`config.mk`:
```
export PLATFORM = sky130hd
export DESIGN_NAME = uart_echo_host_flat
export DESIGN_NICKNAME = d
export VERILOG_FILES = /design/src/rtl/uart_pkg.sv /design/src/rtl/uart_echo_host_if.sv /design/src/rtl/uart_rx_core.sv /design/src/rtl/uart_echo_host.sv /design/src/flat_wrapper.sv
export SDC_FILE = /design/constraint.sdc
export NUM_CORES = 1
export LEC_CHECK = 0
export BUFFER_PORTS_ARGS = -buffer_cell sky130_fd_sc_hd__buf_2
export CORE_ASPECT_RATIO = 0.5
export CORE_UTILIZATION = 65
export CTS_BUF_LIST = sky130_fd_sc_hd__clkbuf_4 sky130_fd_sc_hd__clkbuf_8
export DETAILED_ROUTE_END_ITERATION = 16
export PLACE_DENSITY = 0.92
export SYNTH_ARGS = -nofsm -noshare
export SYNTH_HDL_FRONTEND = slang
export SYNTH_SLANG_ARGS = --single-unit
```
`constraint.sdc`:
```
create_clock -name clk -period 5.9 [get_ports clk]
set_input_delay 1.77 -clock clk [delete_from_list [all_inputs] [get_ports clk]]
set_output_delay 1.77 -clock clk [all_outputs]
set_load 0.01 [all_outputs]
```
`src/rtl/uart_pkg.sv`:
```
// Shared UART definitions for the echo link: frame constants, state enums and
// the bit-period helper used by both the host and the reusable receiver core.
package uart_pkg;

    localparam int DATA_BITS  = 8;
    localparam int STOP_BITS  = 1;
    localparam int FRAME_BITS = 1 + DATA_BITS + STOP_BITS;

    typedef enum logic [1:0] {
        HOST_IDLE,
        HOST_SEND,
        HOST_WAIT_ECHO,
        HOST_REPORT
    } host_state_e;

    typedef enum logic [1:0] {
        RX_HUNT,
        RX_START,
        RX_DATA,
        RX_STOP
    } rx_state_e;

    function automatic int clks_per_bit(input int clkFreq, input int baudRate);
        return clkFreq / baudRate;
    endfunction

endpackage

```
`src/rtl/uart_echo_host_if.sv`:
```
// Request/response bundle of the echo host: byte request (valid/ready) and
// the single-cycle response pulse with its result flags.
interface uart_echo_host_if;
    import uart_pkg::*;

    logic [DATA_BITS-1:0] tx_data;
    logic                 tx_valid;
    logic                 tx_ready;
    logic                 rsp_valid;
    logic [DATA_BITS-1:0] rsp_data;
    logic                 rsp_match;
    logic                 rsp_frame_err;
    logic                 rsp_timeout;

    modport master (
        output tx_data, tx_valid,
        input  tx_ready, rsp_valid, rsp_data, rsp_match, rsp_frame_err, rsp_timeout
    );

    modport slave (
        input  tx_data, tx_valid,
        output tx_ready, rsp_valid, rsp_data, rsp_match, rsp_frame_err, rsp_timeout
    );

endinterface

```
`src/rtl/uart_rx_core.sv`:
```
// UART receiver: 2-flop synchronizer plus mid-bit deserializer, 8N1 LSB first.
// Only hunts for a start bit while arm_i is high; dropping arm_i aborts any frame.
module uart_rx_core
    import uart_pkg::*;
#(
    parameter int CLKS_PER_BIT = 434
) (
    input  logic                 clk,
    input  logic                 rst,
    input  logic                 arm_i,
    input  logic                 rx_i,
    output logic [DATA_BITS-1:0] data_o,
    output logic                 done_o,
    output logic                 frame_err_o,
    output logic                 busy_o
);

    localparam int CNT_W = $clog2(CLKS_PER_BIT + 1);
    localparam logic [CNT_W-1:0] BIT_LAST  = CNT_W'(CLKS_PER_BIT - 1);
    localparam logic [CNT_W-1:0] HALF_LAST = CNT_W'(CLKS_PER_BIT / 2 - 1);
    localparam logic [2:0]       IDX_LAST  = 3'(DATA_BITS - 1);

    rx_state_e            state_q, state_d;
    logic [CNT_W-1:0]     cnt_q, cnt_d;
    logic [2:0]           bitIdx_q, bitIdx_d;
    logic [DATA_BITS-1:0] shift_q, shift_d;
    logic                 done_q, done_d;
    logic                 frameErr_q, frameErr_d;
    logic                 sync1_q, sync2_q;

    always_ff @(posedge clk or posedge rst) begin
        if (rst) begin
            sync1_q    <= 1'b1;
            sync2_q    <= 1'b1;
            state_q    <= RX_HUNT;
            cnt_q      <= '0;
            bitIdx_q   <= '0;
            shift_q    <= '0;
            done_q     <= 1'b0;
            frameErr_q <= 1'b0;
        end else begin
            sync1_q    <= rx_i;
            sync2_q    <= sync1_q;
            state_q    <= state_d;
            cnt_q      <= cnt_d;
            bitIdx_q   <= bitIdx_d;
            shift_q    <= shift_d;
            done_q     <= done_d;
            frameErr_q <= frameErr_d;
        end
    end

    always_comb begin
        state_d    = state_q;
        cnt_d      = cnt_q;
        bitIdx_d   = bitIdx_q;
        shift_d    = shift_q;
        done_d     = 1'b0;
        frameErr_d = frameErr_q;
        if (!arm_i) begin
            state_d = RX_HUNT;
            cnt_d   = '0;
        end else begin
            unique case (state_q)
                RX_HUNT: begin
                    if (!sync2_q) begin
                        state_d = RX_START;
                        cnt_d   = '0;
                    end
                end
                RX_START: begin
                    // Line back high at the start-bit centre means it was a glitch.
                    if (cnt_q == HALF_LAST) begin
                        cnt_d    = '0;
                        bitIdx_d = '0;
                        state_d  = sync2_q ? RX_HUNT : RX_DATA;
                    end else begin
                        cnt_d = cnt_q + 1'b1;
                    end
                end
                RX_DATA: begin
                    if (cnt_q == BIT_LAST) begin
                        cnt_d   = '0;
                        shift_d = {sync2_q, shift_q[DATA_BITS-1:1]};
                        if (bitIdx_q == IDX_LAST) state_d = RX_STOP;
                        else                      bitIdx_d = bitIdx_q + 1'b1;
                    end else begin
                        cnt_d = cnt_q + 1'b1;
                    end
                end
                RX_STOP: begin
                    if (cnt_q == BIT_LAST) begin
                        cnt_d      = '0;
                        done_d     = 1'b1;
                        frameErr_d = !sync2_q;
                        state_d    = RX_HUNT;
                    end else begin
                        cnt_d = cnt_q + 1'b1;
                    end
                end
                default: state_d = RX_HUNT;
            endcase
        end
    end

    assign data_o      = shift_q;
    assign done_o      = done_q;
    assign frame_err_o = frameErr_q;
    assign busy_o      = (state_q != RX_HUNT);

endmodule

```
`src/rtl/uart_echo_host.sv`:
```
// Host end of the UART echo link: sends one byte, captures the echo and reports
// match / mismatch / framing error / timeout. UART_ECHO_HOST_STATS_EN enables err_count.
module uart_echo_host
    import uart_pkg::*;
#(
    parameter int CLK_FREQ     = 50_000_000,
    parameter int BAUD_RATE    = 115_200,
    parameter int TIMEOUT_BITS = 20
) (
    input  logic              clk,
    input  logic              rst,
    uart_echo_host_if.slave   bus,
    output logic              tx_o,
    input  logic              rx_i,
    output logic [15:0]       err_count_o
);

    localparam int CLKS_PER_BIT = clks_per_bit(CLK_FREQ, BAUD_RATE);
    localparam int TO_LIMIT     = TIMEOUT_BITS * CLKS_PER_BIT;
    localparam int CNT_W        = $clog2(CLKS_PER_BIT + 1);
    localparam int TO_W         = $clog2(TO_LIMIT + 1);
    localparam logic [CNT_W-1:0] BIT_LAST   = CNT_W'(CLKS_PER_BIT - 1);
    localparam logic [TO_W-1:0]  TO_LAST    = TO_W'(TO_LIMIT - 1);
    localparam logic [3:0]       FRAME_LAST = 4'(FRAME_BITS - 1);

    host_state_e           state_q, state_d;
    logic [FRAME_BITS-1:0] frame_q, frame_d;
    logic [3:0]            bitIdx_q, bitIdx_d;
    logic [CNT_W-1:0]      clkCnt_q, clkCnt_d;
    logic [TO_W-1:0]       toCnt_q, toCnt_d;
    logic                  txBit_q, txBit_d;
    logic                  gotEcho_q, gotEcho_d;
    logic [DATA_BITS-1:0]  rspData_q, rspData_d;
    logic                  rspMatch_q, rspMatch_d;
    logic                  rspFrameErr_q, rspFrameErr_d;
    logic                  rspTimeout_q, rspTimeout_d;

    logic                  rxArm, rxDone, rxFrameErr, rxBusy, rspValid;
    logic [DATA_BITS-1:0]  rxData;

    assign rxArm = (state_q != HOST_IDLE);

    uart_rx_core #(.CLKS_PER_BIT(CLKS_PER_BIT)) u_rx (
        .clk         (clk),
        .rst         (rst),
        .arm_i       (rxArm),
        .rx_i        (rx_i),
        .data_o      (rxData),
        .done_o      (rxDone),
        .frame_err_o (rxFrameErr),
        .busy_o      (rxBusy)
    );

    always_ff @(posedge clk or posedge rst) begin
        if (rst) begin
            state_q       <= HOST_IDLE;
            frame_q       <= '1;
            bitIdx_q      <= '0;
            clkCnt_q      <= '0;
            toCnt_q       <= '0;
            txBit_q       <= 1'b1;
            gotEcho_q     <= 1'b0;
            rspData_q     <= '0;
            rspMatch_q    <= 1'b0;
            rspFrameErr_q <= 1'b0;
            rspTimeout_q  <= 1'b0;
        end else begin
            state_q       <= state_d;
            frame_q       <= frame_d;
            bitIdx_q      <= bitIdx_d;
            clkCnt_q      <= clkCnt_d;
            toCnt_q       <= toCnt_d;
            txBit_q       <= txBit_d;
            gotEcho_q     <= gotEcho_d;
            rspData_q     <= rspData_d;
            rspMatch_q    <= rspMatch_d;
            rspFrameErr_q <= rspFrameErr_d;
            rspTimeout_q  <= rspTimeout_d;
        end
    end

    always_comb begin
        state_d       = state_q;
        frame_d       = frame_q;
        bitIdx_d      = bitIdx_q;
        clkCnt_d      = clkCnt_q;
        toCnt_d       = toCnt_q;
        txBit_d       = txBit_q;
        gotEcho_d     = gotEcho_q;
        rspData_d     = rspData_q;
        rspMatch_d    = rspMatch_q;
        rspFrameErr_d = rspFrameErr_q;
        rspTimeout_d  = rspTimeout_q;
        // An echo can complete while our own stop bit is still on the line, so capture it in SEND too.
        if (rxDone && (state_q == HOST_SEND || state_q == HOST_WAIT_ECHO)) begin
            rspData_d     = rxData;
            rspFrameErr_d = rxFrameErr;
            rspMatch_d    = !rxFrameErr && (rxData == frame_q[DATA_BITS:1]);
            rspTimeout_d  = 1'b0;
        end
        unique case (state_q)
            HOST_IDLE: begin
                txBit_d = 1'b1;
                if (bus.tx_valid) begin
                    frame_d   = {1'b1, bus.tx_data, 1'b0};
                    bitIdx_d  = '0;
                    clkCnt_d  = '0;
                    txBit_d   = 1'b0;
                    gotEcho_d = 1'b0;
                    state_d   = HOST_SEND;
                end
            end
            HOST_SEND: begin
                if (rxDone) gotEcho_d = 1'b1;
                if (clkCnt_q == BIT_LAST) begin
                    clkCnt_d = '0;
                    if (bitIdx_q == FRAME_LAST) begin
                        toCnt_d = '0;
                        state_d = HOST_WAIT_ECHO;
                    end else begin
                        bitIdx_d = bitIdx_q + 4'd1;
                        txBit_d  = frame_q[bitIdx_q + 4'd1];
                    end
                end else begin
                    clkCnt_d = clkCnt_q + 1'b1;
                end
            end
            HOST_WAIT_ECHO: begin
                // Completed frame takes priority over an expiring timeout.
                if (rxDone || gotEcho_q) begin
                    state_d = HOST_REPORT;
                end else if (!rxBusy) begin
                    if (toCnt_q == TO_LAST) begin
                        rspData_d     = '0;
                        rspMatch_d    = 1'b0;
                        rspFrameErr_d = 1'b0;
                        rspTimeout_d  = 1'b1;
                        state_d       = HOST_REPORT;
                    end else begin
                        toCnt_d = toCnt_q + 1'b1;
                    end
                end
            end
            HOST_REPORT: state_d = HOST_IDLE;
            default:     state_d = HOST_IDLE;
        endcase
    end

    assign rspValid          = (state_q == HOST_REPORT);
    assign bus.tx_ready      = (state_q == HOST_IDLE) && !rst;
    assign bus.rsp_valid     = rspValid;
    assign bus.rsp_data      = rspValid ? rspData_q : '0;
    assign bus.rsp_match     = rspValid && rspMatch_q;
    assign bus.rsp_frame_err = rspValid && rspFrameErr_q;
    assign bus.rsp_timeout   = rspValid && rspTimeout_q;
    assign tx_o              = txBit_q;

`ifdef UART_ECHO_HOST_STATS_EN
    logic [15:0] errCount_q;

    always_ff @(posedge clk or posedge rst) begin
        if (rst) begin
            errCount_q <= '0;
        end else if (rspValid && !rspMatch_q && (errCount_q != 16'hFFFF)) begin
            errCount_q <= errCount_q + 16'd1;
        end
    end

    assign err_count_o = errCount_q;
`else
    assign err_count_o = 16'h0000;
`endif

endmodule

```
`src/flat_wrapper.sv`:
```
// flat-port wrapper written by rule: the top's interface ports become plain ports
module uart_echo_host_flat import uart_pkg::*;
#(
    parameter int CLK_FREQ     = 50_000_000,
    parameter int BAUD_RATE    = 115_200,
    parameter int TIMEOUT_BITS = 20
)
  (clk, rst, tx_o, rx_i, err_count_o, bus_tx_data, bus_tx_valid, bus_tx_ready, bus_rsp_valid, bus_rsp_data, bus_rsp_match, bus_rsp_frame_err, bus_rsp_timeout);
  uart_echo_host_if bus_i ();
  input  logic clk;
  input  logic rst;
  output logic tx_o;
  input  logic rx_i;
  output logic [15:0] err_count_o;
  input wire logic [$bits(bus_i.tx_data)-1:0] bus_tx_data;
  input wire logic [$bits(bus_i.tx_valid)-1:0] bus_tx_valid;
  output wire logic [$bits(bus_i.tx_ready)-1:0] bus_tx_ready;
  output wire logic [$bits(bus_i.rsp_valid)-1:0] bus_rsp_valid;
  output wire logic [$bits(bus_i.rsp_data)-1:0] bus_rsp_data;
  output wire logic [$bits(bus_i.rsp_match)-1:0] bus_rsp_match;
  output wire logic [$bits(bus_i.rsp_frame_err)-1:0] bus_rsp_frame_err;
  output wire logic [$bits(bus_i.rsp_timeout)-1:0] bus_rsp_timeout;
  assign bus_i.tx_data = bus_tx_data;
  assign bus_i.tx_valid = bus_tx_valid;
  assign bus_tx_ready = bus_i.tx_ready;
  assign bus_rsp_valid = bus_i.rsp_valid;
  assign bus_rsp_data = bus_i.rsp_data;
  assign bus_rsp_match = bus_i.rsp_match;
  assign bus_rsp_frame_err = bus_i.rsp_frame_err;
  assign bus_rsp_timeout = bus_i.rsp_timeout;
  uart_echo_host #(.CLK_FREQ(CLK_FREQ), .BAUD_RATE(BAUD_RATE), .TIMEOUT_BITS(TIMEOUT_BITS)) u_core (.clk(clk), .rst(rst), .bus(bus_i), .tx_o(tx_o), .rx_i(rx_i), .err_count_o(err_count_o));
endmodule
```
# Word-level counts from Yosys, hierarchy flattened
# Index checks and enable logic that the tools add are counted.
[op_classes]
mux = 70
addsub = 5
n_reduce_logical = 30
order_cmp = 1
n_eq_ne = 31
[op_table]
columns = ["op", "count"]
rows = [
  ["two-way mux 14 bit", 5],
  ["two-way mux 9 bit", 6],
  ["two-way mux 8 bit", 6],
  ["one-hot mux 14 bit (2 select lines)", 1],
  ["one-hot mux 9 bit (3 select lines)", 1],
  ["two-way mux 2 bit", 13],
  ["two-way mux 1 bit", 24],
  ["inequality test 2 bit (second input constant)", 11],
  ["inequality test 3 bit (second input constant)", 7],
  ["adder 9 x 1 -> 9 bit (second input constant)", 2],
  ["equality test 9 bit (second input constant)", 2],
  ["one-hot mux 9 bit (2 select lines)", 1],
  ["one-hot mux 2 bit (4 select lines)", 2],
  ["AND reduction 5 bit", 3],
  ["adder 14 x 1 -> 14 bit (second input constant)", 1],
  ["equality test 14 bit (second input constant)", 1],
  ["two-way mux 4 bit", 3],
  ["AND reduction 3 bit", 4],
  ["nonzero test 2 bit", 5],
  ["equality test 9 x 8 -> 1 bit (second input constant)", 1],
  ["two-way mux 3 bit", 3],
  ["equality test 2 bit (second input constant)", 4],
  ["equality test 8 bit", 1],
  ["one-hot mux 4 bit (2 select lines)", 1],
  ["17 further kinds", 29],
]
[totals]
inputBits = 12
output_inout_bits = 30
ff_bits = 77
wordCells = 156

# Logic depth before layout (Yosys ltp)
# Gate-level depths: netlist of the first run.
[depth]
word_depth = 8
depth_mapped = 9
mapped_depth_nobuf = 7

# Hierarchy
# Synthesis of the first run repeated with hierarchy kept, for this count alone.
[unflattened]
hier_cells = 434
hier_area_um2 = 4324.1
[modules_own_cells]
columns = ["mod", "instances", "cells_per_inst", "area_each_um2"]
rows = [
  ["uart_echo_host", 1, 309, 2984.1],
  ["uart_rx_core", 1, 125, 1340.0],
]

# Worst setup path before layout of the first run
# Ideal clock, no wire load.
[synth_path]
kind = "input-to-output"
from = "input port rst"
to = "output port bus_tx_ready"
path_slack_ns = 2.203
n_path_buf = 0
cell_stages = 1
arrival_time_ns = 1.927
cell_sequence = "nor2_1"
[synth_between]
elab_chain_cells = 2
[synth_lines]
columns = ["item", "line_no", "source"]
rows = [
  ["start: declaration", "flat_wrapper.sv:11", "input logic rst;"],
  ["logical NOT 1 bit (no line)", "--", ""],
  ["logical AND 1 bit", "uart_echo_host.sv:150", "assign bus.tx_ready = (state_q == HOST_IDLE) && !rst;"],
  ["end: declaration", "flat_wrapper.sv:17", "output wire logic [$bits(bus_i.tx_ready)-1:0] bus_tx_ready;"],
]
# Every way passes these cells.

# Worst setup path in the final report of the first run
# Same ends and word-level chain as after synthesis.

==> out/qor.yml, run 1 <==
status: "finished clean"
first_iter_violations: 283
crit_chain: "buf_2 -> nor2_1 -> buf_2"
max-cap-violations: 0
area.growth.synth_to_final_pct: 7.66
worst_slack_ns: 2.05
end_kind: "output port"
synth.yosys.seq_area_share: 0.445
num_vias: 3409
wl_mm: 9.15
io_buffers: 25
ys_ff_latch: 77
grt_pass1_wl_mm: 15.1
crit_path_start_kind: "input port"
start_util: 0.694
place_congestion: 0.812
setup_viol: 0
fin_nets: 488
arrival_ns: 2.08
clock-sinks: 77
synth_common_cells: "65 x dfrtp_1, 48 x nand2_1, 33 x o21ai_0, 29 x a21oi_1"
syn-mean-instance-area_sq_um: 9.94
layout-drive-gt1-share: 0.193
die_h_um: 59.9
hold_buffers: 0
post_cts_buffers: 0
synth_top_area_cell: "dfrtp_1"
min_path_type: "reg2reg"
tns_ns: 0
rsz0062_at_grt: "no"
post_dp_cell_area_sq_um: 4460
post-route-cell-area_sq_um: 4700
fp-row-count: 20
hold_depth: 0
ys_types: 64
cts_resized: 0
slew_headroom: 0.330
fin_crit_sh: 0.653
p_per_area_nw_per_um2: 216
preCtsSetupSlack_ns: 2.05
clk_pin_slew_ns: 0.08
synth.most_common_cell: "dfrtp_1"
cts_tree: "yes"
tightestPinTransition_ns: 1.00
leakage_nw: 2.06
finalHoldViolations: 0
drt-pass1-iter-count: 5
top_layer: "met4"
antenna_found_initial: 0
slew_violations: 0
place_hpwl_mm: 6.18
gr-total-overflow: 0
whs_ns: 0.360
postRouteAntennaNets: 0
synth_edf_count: 0
r2r_cells: 7
die-area_sq_um: 7060
netlist.area_leader.share: 0.373
htree_levels: 3
cts_max_path_buffers: 2
drc: 0
critPathKind: "in2out"
syn_inst: 439
synthesis.area_sq_um: 4360
crit_fanout: 2
grt_max_degree: 48
cts_buffers: 9
post-route-min-period_ns: 3.85
synthFlopType: "dfrtp_1"
antenna_cells: 0
skew_ns: 0.00935
required_ns: 4.13
clk_latency_ns: 0.37
dr_wl_met2_mm: 4.34
cpMostUsedCell: "buf_2"
ys_async_sr_fraction: 1.00
core-area_sq_um: 6280
fmax_ghz: 0.260
met3_length_um: 601
yosysWarnings: 0
total_power_mw: 1.01
met1_length_mm: 4.00
ios: 42
vias_per_cell: 6.15
track_usage: 0.282
slowest_stage: "buf_2"
ir_worst_vdd_uv: 198
die_x_um: 118
slowest_delay_ns: 0.13
avgRoutedWirePerCell_um: 16.5
root_buffer: "clkbuf_8"
ys_top_cells_by_area: "dfrtp_1 37%, dfstp_2 7.2%, mux2_2 4.6%"
grt_pass1_vias: 3140
==> metal layers <==
metal | up-vias | track usage
met5 | - | 0
met4 | 0 | 0.112
met3 | 22 | 0.103
met2 | 132 | 0.466
met1 | 1671 | 0.345
li1 | 1584 | -
==> stage by stage <==
step	cells	utilization
3_3_place_gp	539	0.711
3_5_place_dp	539	0.711
6_report	554	0.748
5_1_grt	554	0.748
4_1_cts	554	0.748
2_1_floorplan	454	-
==> kinds of logic after synthesis <==
logic type,after synthesis,share of synthesized area
compound gates,98,0.144
simple gates,165,0.213
mux,27,0.0729
flops,77,0.445
other cells,1,0.000860
buf+inv,45,0.0600
fa+ha+maj,14,0.0402
xor+xnor,12,0.0241
==> power breakdown <==
group | total, mW | internal, mW | leakage (nW) | switching [mW]
clock network | 0.466 | 0.270 | 0.115 | 0.195
logic | 0.0194 | 0.00322 | 0.954 | 0.0161
registers | 0.530 | 0.529 | 0.993 | 0.000708
total | 1.01 | 0.803 | 2.06 | 0.212
==> final cells by class <==
cell class | count | area (sq um)
repair buffers | 27 | 140
clock buffers | 12 | 165
inverters | 15 | 56.3
well taps | 88 | 110
flip-flops and latches | 77 | 1940
fillers | 415 | 1590
clock inverters | 3 | 67.6
multi-input cells | 332 | 2210
==> sequential cells by signal, indices dropped and copies added (netlist names), 2 cells and up <==
| register | cells |
|---|---|
| u_core.rspData_q | 8 |
| u_core.u_rx.data_o | 8 |
| u_core.u_rx.bitIdx_q | 3 |
| u_core.state_q | 2 |
| u_core.u_rx.state_q | 2 |
| u_core.u_rx.cnt_q | 9 |
| u_core.bitIdx_q | 4 |
| u_core.clkCnt_q | 9 |
| u_core.toCnt_q | 14 |
| u_core.frame_q | 9 |
==> final timing paths <==
check,startpoint,to,slack (ns)
setup / recovery,rst,bus_tx_ready,2.05
hold / removal,u_core.u_rx.sync1_q$_DFF_PP1_,u_core.u_rx.sync2_q$_DFF_PP1_,0.36
setup reg to reg,u_core.state_q[1]$_DFFE_PP0P_,u_core.toCnt_q[12]$_DFFE_PP0P_,3.03
hold reg to reg,u_core.u_rx.sync1_q$_DFF_PP1_,u_core.u_rx.sync2_q$_DFF_PP1_,0.36
max in group asynchronous,rst,u_core.frame_q[2]$_DFFE_PP1P_,3.28
min in group asynchronous,rst,u_core.u_rx.bitIdx_q[0]$_DFFE_PP0P_,1.63
==> critical path, delay by kind of cell <==
family,cells,cell delay (ns)
and+or+nand+nor,1,0.07
buffers and inverters,2,0.24
==> layout by cell type, fill, tap and decap left out, drive strengths merged, types with 6 or more instances in the layout <==
master / instances
conb: 16
nor3: 6
inv: 15
a21o: 7
or3: 6
mux2i: 7
xnor2: 7
o31ai: 7
ha: 14
nand2b: 8
nor2b: 6
mux2: 18
and2: 15
dfrtp: 65
buf: 27
nand3: 16
o21ai: 34
nand4: 9
nor2: 19
clkbuf: 12
a21oi: 29
dfstp: 12
nand2: 48
Power figures use the tool's default switching activity.
==> run 2: changes to the inputs <==
- CORE_UTILIZATION: 65 -> 62
- PLACE_DENSITY: 0.92 -> 0.89
- clock period: 5.9 -> 3.7 ns (I/O delays scaled with it)
==> run 2 against run 1 <==
Effect of this change: combinational power grew 69%; critical path depth grew 2; via count shrank 2.0%; critical endpoint unchanged; highest routed layer unchanged.
==> out/qor.yml, run 2 (synthesis results as in run 1) <==
status: "finished clean"  # unchanged
final_common_cell: "dfrtp_1"  # unchanged
leakage_nw: 2.07  # was 2.06 nW
fin_util: 0.699  # was 0.748
setup_viol: 0  # unchanged
slowest_stage: "ha_1"  # was buf_2
final_cell_mix: "65 x dfrtp_1, 48 x nand2_1, 33 x o21ai_0"  # unchanged
vias_per_cell: 5.97  # was 6.15
rsz0062_at_grt: "no"  # unchanged
ir_worst_vdd_uv: 303  # was 198 uV
finalHoldViolations: 0  # unchanged
cts_max_path_buffers: 2  # unchanged
wl_mm: 8.72  # was 9.15 mm
grt_max_degree: 78  # was 48
cts_tree: "yes"  # unchanged
track_usage: 0.262  # was 0.282
p_per_area_nw_per_um2: 347  # was 216 nW/um^2
start_util: 0.646  # was 0.694
clk_latency_ns: 0.36  # was 0.37 ns
skew_ns: 0.00961  # was 0.00935 ns
post_cts_buffers: 0  # unchanged
cpMostUsedCell: "inv_1"  # was buf_2
slew_violations: 0  # unchanged
grt_pass1_wl_mm: 14.6  # was 15.1 mm
first_iter_violations: 234  # was 283
arrival_ns: 1.81  # was 2.08 ns
fmax_ghz: 0.343
place_hpwl_mm: 6.08  # was 6.18 mm
root_buffer: "clkbuf_8"  # unchanged
grt_pass1_vias: 3127  # was 3140
place_congestion: 0.837  # was 0.812
post-route-min-period_ns: 2.92
layout-drive-gt1-share: 0.195  # was 0.193
clk_pin_slew_ns: 0.08  # about the same
top_register: "u_core.toCnt_q"  # unchanged
postRouteAntennaNets: 0  # unchanged
drt-pass1-iter-count: 5  # unchanged
fin_nets: 488  # unchanged
clock-sinks: 77  # unchanged
die_x_um: 121  # was 118 um
crit_buf_inv: 3  # was 2
swShare: 0.205  # was 0.209
gr-total-overflow: 0  # unchanged
hold_buffers: 0  # unchanged
num_vias: 3340  # was 3409
core-area_sq_um: 6750  # was 6280 sq um
crit_path_start_kind: "flip-flop"  # was input port
fp-row-count: 21  # was 20
tightestPinTransition_ns: 0.975  # was 1.00 ns
avgRoutedWirePerCell_um: 15.6  # was 16.5 um
slew_headroom: 0.344  # was 0.330
htree_levels: 3  # unchanged
antenna_found_initial: 0  # unchanged
max-cap-violations: 0  # unchanged
io_buffers: 25  # unchanged
min_path_type: "reg2reg"  # unchanged
critPathKind: "reg2out"  # was in2out
internal_power_mw: 1.31  # was 803 uW
clkPwrFrac: 0.466  # was 0.459
crit_family: "buffers and inverters"  # unchanged
area.growth.synth_to_final_pct: 8.29  # was 7.66%
cts_resized: 0  # unchanged
pwr-share-seq: 0.515  # was 0.522
fill_cells: 479  # was 415
crit_chain: "inv_1 -> ha_1 -> inv_1 -> nor2_1 -> buf_2"  # was buf_2 -> nor2_1 -> buf_2
largest_reg_flops: 14  # unchanged
fin_crit_sh: 0.788
end_kind: "output port"  # unchanged
cts_buffers: 9  # unchanged
slowest_delay_ns: 0.43  # was 0.13 ns
dr_wl_met2_mm: 4.29  # was 4.34 mm
tns_ns: 0  # unchanged
pwr-share-comb: 0.020  # was 0.019
required_ns: 2.59  # was 4.13 ns
die_h_um: 61.3  # was 59.9 um
die-area_sq_um: 7390  # was 7060 sq um
met3_length_um: 428  # was 601 um
met1_length_mm: 3.78  # was 4.00 mm
antenna_cells: 0  # unchanged
drc: 0  # unchanged
top_layer: "met4"  # unchanged
switching_power_uw: 336  # was 212 uW
crit_fanout: 12  # was 2
ios: 42  # unchanged
[run 2: cell count changes in the layout (fill, tap and decap cells not counted)]
cell       previous run  this run
buf_12                0         1
buf_4                 2         1
bufinv_16             2         3
clkbuf_4              0         1
clkbuf_8             12         9
clkinv_2              0         1
clkinv_4              0         1
[run 2: final cells by class]
| type | instances | area, sq um | area share |
|---|---|---|---|
| Multi-Input combinational cell | 332 | 2210 | 0.469 |
| Timing Repair Buffer | 27 | 153 | 0.0323 |
| Inverter | 15 | 56.3 | 0.0119 |
| Clock buffer | 10 | 131 | 0.0278 |
| Sequential cell | 77 | 1940 | 0.411 |
| Clock inverter | 6 | 111 | 0.0236 |
| Tap cell | 92 | 115 | 0.0244 |
[run 2: metrics by stage]
step	hold slack [ns]	instance area (sq um)	power, mW	instances	setup WS, ns
6_report	0.357	4720	1.64	559	0.785
5_1_grt	0.367	4720	1.70	559	0.613
4_1_cts	0.358	4720	1.66	559	0.750
3_5_place_dp	0.347	4480	0.894	543	0.901
3_3_place_gp	0.347	4480	0.894	543	1.07
2_1_floorplan	0.345	4420	0.892	454	0.643
[run 2: path summary, 6_finish.rpt]
path / start / end / slack, ns / cells after the start
max in group asynchronous: rst / u_core.u_rx.sync1_q$_DFF_PP1_ / 2.50 / 3
min in group asynchronous: rst / u_core.u_rx.state_q[1]$_DFFE_PP0P_ / 0.85 / 3
worst max register to register: u_core.state_q[1]$_DFFE_PP0P_ / u_core.toCnt_q[12]$_DFFE_PP0P_ / 0.84 / 7
worst max-delay path: u_core.state_q[0]$_DFFE_PP0P_ / bus_tx_ready / 0.78 / 5
worst min register to register: u_core.u_rx.sync1_q$_DFF_PP1_ / u_core.u_rx.sync2_q$_DFF_PP1_ / 0.36 / 0
worst min-delay path: u_core.u_rx.sync1_q$_DFF_PP1_ / u_core.u_rx.sync2_q$_DFF_PP1_ / 0.36 / 0
[run 2: power by group through the flow]
stage                     registers, mW  logic [mW]  clock network, mW
after global routing              0.845      0.0381              0.820
after global placement            0.861      0.0329                  0
after floorplan                   0.860      0.0321                  0
after detailed placement          0.861      0.0337                  0
after CTS                         0.844      0.0338              0.778
final                             0.845      0.0327              0.764
[run 2: routing by layer]
metal | up-vias | GRT usage
met1 | 1607 | 0.317
met2 | 106 | 0.460
met4 | 0 | 0.115
met3 | 25 | 0.0704
met5 | - | 0
li1 | 1602 | -
